`src/rtl/aes_pkg.sv`:
```
// Shared types and constants for the AES-128 iterative datapath control.
package aes_pkg;

    localparam int unsigned AES_NR     = 10;
    localparam int unsigned AES_RCNT_W = 4;

    typedef enum logic [2:0] {
        IDLE  = 3'd0,
        INIT  = 3'd1,
        ROUND = 3'd2,
        FINAL = 3'd3,
        DONE  = 3'd4
    } aes_ctrl_state_t;

    // A block is in flight from key injection through the last round.
    function automatic logic state_is_busy(aes_ctrl_state_t s);
        return (s == INIT) || (s == ROUND) || (s == FINAL);
    endfunction

endpackage

```
`src/rtl/aes_round_counter.sv`:
```
// Round index counter: clears to 0, increments on request, saturates at NR.
// Shared between the round controller and the key-schedule block.
module aes_round_counter
    import aes_pkg::*;
#(
    parameter int unsigned NR = AES_NR,
    parameter int unsigned W  = AES_RCNT_W
) (
    input  logic         clk,
    input  logic         rst_n,
    input  logic         clear,
    input  logic         inc,
    output logic [W-1:0] value
);

    logic at_max;

    // Saturation point; the counter never wraps past the last round.
    assign at_max = (value == W'(NR));

    // Counter register; clear wins over inc.
    always_ff @(posedge clk or negedge rst_n) begin
        if (!rst_n) begin
            value <= '0;
        end else if (clear) begin
            value <= '0;
        end else if (inc && !at_max) begin
            value <= value + W'(1);
        end
    end

endmodule

```
`src/rtl/aes_round_ctrl.sv`:
```
// Sequencer for the AES-128 iterative datapath: accepts one block, steps the
// round index 0..NR while stalling on the key schedule, then holds the result
// until the consumer takes it.
module aes_round_ctrl
    import aes_pkg::*;
#(
    parameter int unsigned NR     = AES_NR,
    parameter int unsigned RCNT_W = AES_RCNT_W
) (
    input  logic              clk,
    input  logic              rst_n,
    input  logic              start_valid,
    output logic              start_ready,
    input  logic              abort,
    input  logic              key_valid,
    output logic [RCNT_W-1:0] round_idx,
    output logic              sel_input,
    output logic              mix_en,
    output logic              round_key_en,
    output logic              busy,
    output logic              out_valid,
    input  logic              out_ready
);

    aes_ctrl_state_t state_q;
    aes_ctrl_state_t state_d;
    logic            cnt_clear;
    logic            cnt_inc;
    logic            last_mix_round;

    // Round counter shared with the key-schedule design.
    aes_round_counter #(
        .NR (NR),
        .W  (RCNT_W)
    ) u_round_counter (
        .clk   (clk),
        .rst_n (rst_n),
        .clear (cnt_clear),
        .inc   (cnt_inc),
        .value (round_idx)
    );

    // The last round that still applies MixColumns hands over to FINAL.
    assign last_mix_round = (round_idx == RCNT_W'(NR - 1));

    // State register.
    always_ff @(posedge clk or negedge rst_n) begin
        if (!rst_n) begin
            state_q <= IDLE;
        end else begin
            state_q <= state_d;
        end
    end

    // Next state, counter control and datapath enables.
    always_comb begin
        state_d      = state_q;
        cnt_clear    = 1'b0;
        cnt_inc      = 1'b0;
        sel_input    = 1'b0;
        mix_en       = 1'b0;
        round_key_en = 1'b0;

        case (state_q)
            IDLE: begin
                if (start_valid) begin
                    state_d   = INIT;
                    cnt_clear = 1'b1;
                end
            end
            INIT: begin
                sel_input    = 1'b1;
                round_key_en = key_valid;
                if (key_valid) begin
                    cnt_inc = 1'b1;
                    state_d = ROUND;
                end
            end
            ROUND: begin
                mix_en       = 1'b1;
                round_key_en = key_valid;
                if (key_valid) begin
                    cnt_inc = 1'b1;
                    if (last_mix_round) begin
                        state_d = FINAL;
                    end
                end
            end
            FINAL: begin
                round_key_en = key_valid;
                if (key_valid) begin
                    state_d = DONE;
                end
            end
            DONE: begin
                if (out_ready) begin
                    state_d   = IDLE;
                    cnt_clear = 1'b1;
                end
            end
            default: begin
                state_d   = IDLE;
                cnt_clear = 1'b1;
            end
        endcase

        // Cancel overrides every other request and suppresses the key capture.
        if (abort) begin
            state_d      = IDLE;
            cnt_clear    = 1'b1;
            cnt_inc      = 1'b0;
            round_key_en = 1'b0;
        end
    end

    // Handshake and status flags depend on the state register alone.
    assign start_ready = (state_q == IDLE);
    assign out_valid   = (state_q == DONE);
    assign busy        = state_is_busy(state_q);

    // The round index has no legal encoding beyond the final round.
    round_idx_le_nr: assert property (@(posedge clk) disable iff (!rst_n)
        round_idx <= RCNT_W'(NR));

    // Only the five defined states are reachable.
    state_legal: assert property (@(posedge clk) disable iff (!rst_n)
        state_q inside {IDLE, INIT, ROUND, FINAL, DONE});

endmodule

```
`config.mk`:
```
export PLATFORM = sky130hd
export DESIGN_NAME = aes_round_ctrl
export DESIGN_NICKNAME = d
export VERILOG_FILES = /design/src/rtl/aes_pkg.sv /design/src/rtl/aes_round_counter.sv /design/src/rtl/aes_round_ctrl.sv
export SDC_FILE = /design/constraint.sdc
export NUM_CORES = 1
export LEC_CHECK = 0
export CORE_AREA = 2 2 39 41
export CTS_BUF_LIST = sky130_fd_sc_hd__clkbuf_8
export CTS_CLUSTER_DIAMETER = 100
export DETAILED_ROUTE_END_ITERATION = 7
export DIE_AREA = 0 0 41 43
export PLACE_DENSITY_LB_ADDON = 0.2
export RECOVER_POWER = 100
export SLEW_MARGIN = 20
export SYNTH_ARGS = -nofsm -noshare
export SYNTH_HDL_FRONTEND = slang
export SYNTH_HIERARCHICAL = 1
export SYNTH_SLANG_ARGS = --single-unit
export TNS_END_PERCENT = 30
```
`constraint.sdc`:
```
create_clock -name clk -period 5 [get_ports clk]
set_input_delay 1.5 -clock clk [delete_from_list [all_inputs] [get_ports clk]]
set_output_delay 1.5 -clock clk [all_outputs]
set_load 0.05 [all_outputs]
```
==> metrics.csv, run 1 <==
metric,value,unit
drt-total-wl,1095,µm
power.leakage,0.3083,nW
dpl_cell_area,674.4,µm²
grt_first_pass_wirelength,1635,µm
critPathLaunchType,primary input,
dp.cells,85,
num_rows,14,
slew_headroom,60.02,%
ys_warn_count,6,
drtPass1Iterations,3,
n_antenna_cell,0,
tns,0,ns
cts_buffer_depth,2,
synth_edf_count,0,
syn_area,529.3,µm²
clk_pin_slew_worst_paths,0.04,ns
skew,0.001383,ns
coreArea,1384,µm²
critPathKind,primary input to primary output,
period_minus_slack,4.459,ns
drv_cap,0,
max_freq,224.3,MHz
reg2reg_to,u_round_counter/value[1],
dp_hpwl,841.1,µm
worst_path_most_repeated_cell,nor2_1,
period_share,89.17,%
initial_core_util,38.25,%
status,completed,
rrSetupSlack,3.05,ns
crit_path_max_fanout,7,
worstMarginPinSlew,0.6022,ns
die_x,41,µm
grt_pass1_vias,390,
io_buffers,15,
holdWs,0.6072,ns
syn2layout_area_growth,30.73,%
layout.nets,82,
grt_setup_unrepaired,no,
cts_tree,built,
cp-end-kind,primary output,
synthTopCellsByCount,"nor2_1 (9), dfrtp_1 (7), nand2_1 (4), a21oi_1 (3)",
place_ws,0.9066,ns
drc_errors,0,
grt_antenna_before_repair,0,
post-cts-setup-buffer-count,0,
wl_per_cell,12.30,µm
cp_slowest_cell,dlygate4sd3_1,
postRouteAntennaNets,0,
layout.cells.non_filler,89,
vias,457,
fp.dieArea,1763,µm²
syn_avg_cell_area,9.285,µm²
synth_area_leaders,"dfrtp_1 (33%), nor2_1 (6.4%), mux2_4 (5.7%)",
setup_viol,0,
syn_nets,65,
drv_slew,0,
p_per_area,353.8,nW/µm²
timing.final.ws_setup,0.5413,ns
clock-sinks,7,
critPathArrivalTime,2.96,ns
post_cts_resized,0,
htreeDepth,1,
cts_root_buf,clkbuf_8,
yosys.area.top_type,dfrtp_1,
numCtsBuffers,3,
ys_async_sr_fraction,100.0,%
gr-usage-all-layers,13.71,%
hold_class,register to register,
drt_iter0_markers,3,
hold_violations,0,
final_area,691.9,µm²
place.gp.congestion,0.6253,
crit_required,3.50,ns
synthCells,57,
die_h,43,µm
ys_seq_elements,7,
reg2reg_depth,5,
ys_types,33,
vias_per_cell,5.135,
critPathLaunch,abort,
grt_max_degree,14,
ys.flop_type,dfrtp_1,
layout-drive-gt1-share,6.849,%
crit_chain,dlygate4sd3_1 > nor2_1 > nand2_1 > nor2_1 > clkbuf_1,
r2r-start,state_q[1],
ios,16,
grt-ovfl-total,0,
postCtsHoldBufs,0,
clock_latency,0.22,ns
yosysMostFrequentCell,nor2_1,
ir_worst_vdd,0.0001239,V
hold_start,u_round_counter/value[2],
worstSetupEndpoint,round_key_en,
synth-seq-area-share,33.10,%
yosysTopAreaCellShare,33.10,%
max_stage_delay,0.62,ns
## worst max-delay path: cells and delay by family
family                 cells  cell delay, ns
buffers and inverters      2            1.10
AND/OR/NAND/NOR            3            0.35
## routing by layer
layer	wire, µm	global-route usage (%)	up-vias
li1	-	-	236
met4	0	6.000	0
met3	44	3.141	0
met1	484	16.00	210
met2	565	22.50	11
met5	0	0	-
## area by class of cell
type                       instances  area (µm²)
timing repair buffer              15       143.9
clock inverter                     1       3.754
inverter                           2       7.507
sequential                         7       175.2
multi-input combinational         45       300.3
clock buffer                       3       41.29
tap                               16       20.02
fill                             142       691.9
## worst min path at each step
stage	slack (ns)	depth (start not counted)	to
4_1_cts	0.62	2	u_round_counter/value[2]
6_report	0.61	2	u_round_counter/value[2]
3_5_place_dp	0.61	2	u_round_counter/value[2]
5_1_grt	0.63	2	u_round_counter/value[3]
3_3_place_gp	0.60	2	u_round_counter/value[3]
2_1_floorplan	0.57	2	state_q[0]
## through the flow
stage                     util (%)  power (mW)
after detailed placement     48.73      0.1810
after global routing         50.00      0.2604
after global placement       48.73      0.1800
after floorplan                  -      0.1520
after CTS                    51.99      0.2571
final                        50.00      0.2448
## registers in the layout, summed over array words and instances, names as in the netlist
name,flops
u_round_counter/value,4
state_q,3
## cell usage in the layout, fill, tap and decap left out, types with 2 or more instances in the layout
master | netlist | layout
nor2_1 | 9 | 9
clkbuf_8 | 0 | 3
ha_1 | 2 | 2
a21oi_1 | 3 | 4
nor3b_1 | 2 | 2
dlygate4sd3_1 | 0 | 11
nand2b_1 | 2 | 2
inv_1 | 2 | 3
mux2_1 | 0 | 2
clkdlybuf4s50_1 | 0 | 3
dfrtp_1 | 7 | 7
nand2_1 | 4 | 4
## report_power, final
group          switching (mW)  total (mW)  internal [mW]
Combinational          0.0657      0.0976         0.0319
Sequential             0.0113      0.0729         0.0616
Clock                  0.0215      0.0743         0.0528
Total                  0.0985       0.245          0.146
## kinds of logic (layout without fill, tap and decap cells)
kind of cell	Yosys count	count (layout)	synth area share, %
AOI/OAI and AO/OA	11	11	16.79
DFF	7	7	33.10
adders and majority gates	2	2	4.727
and+or+nand+nor	29	29	32.39
buffers and inverters	5	21	5.674
muxes	2	2	5.674
xor gates and xnor gates	1	1	1.655
Power figures use the tool's default switching activity.
==> run 2: changes to the inputs <==
--- a/config.mk
+++ b/config.mk
@@ -12,7 +12,6 @@
 export DIE_AREA = 0 0 41 43
 export PLACE_DENSITY_LB_ADDON = 0.2
 export RECOVER_POWER = 100
-export SLEW_MARGIN = 20
 export SYNTH_ARGS = -nofsm -noshare
 export SYNTH_HDL_FRONTEND = slang
 export SYNTH_HIERARCHICAL = 1
==> results of run 2 <==
The final DEF is identical to that of run 1; final timing and power are the same.
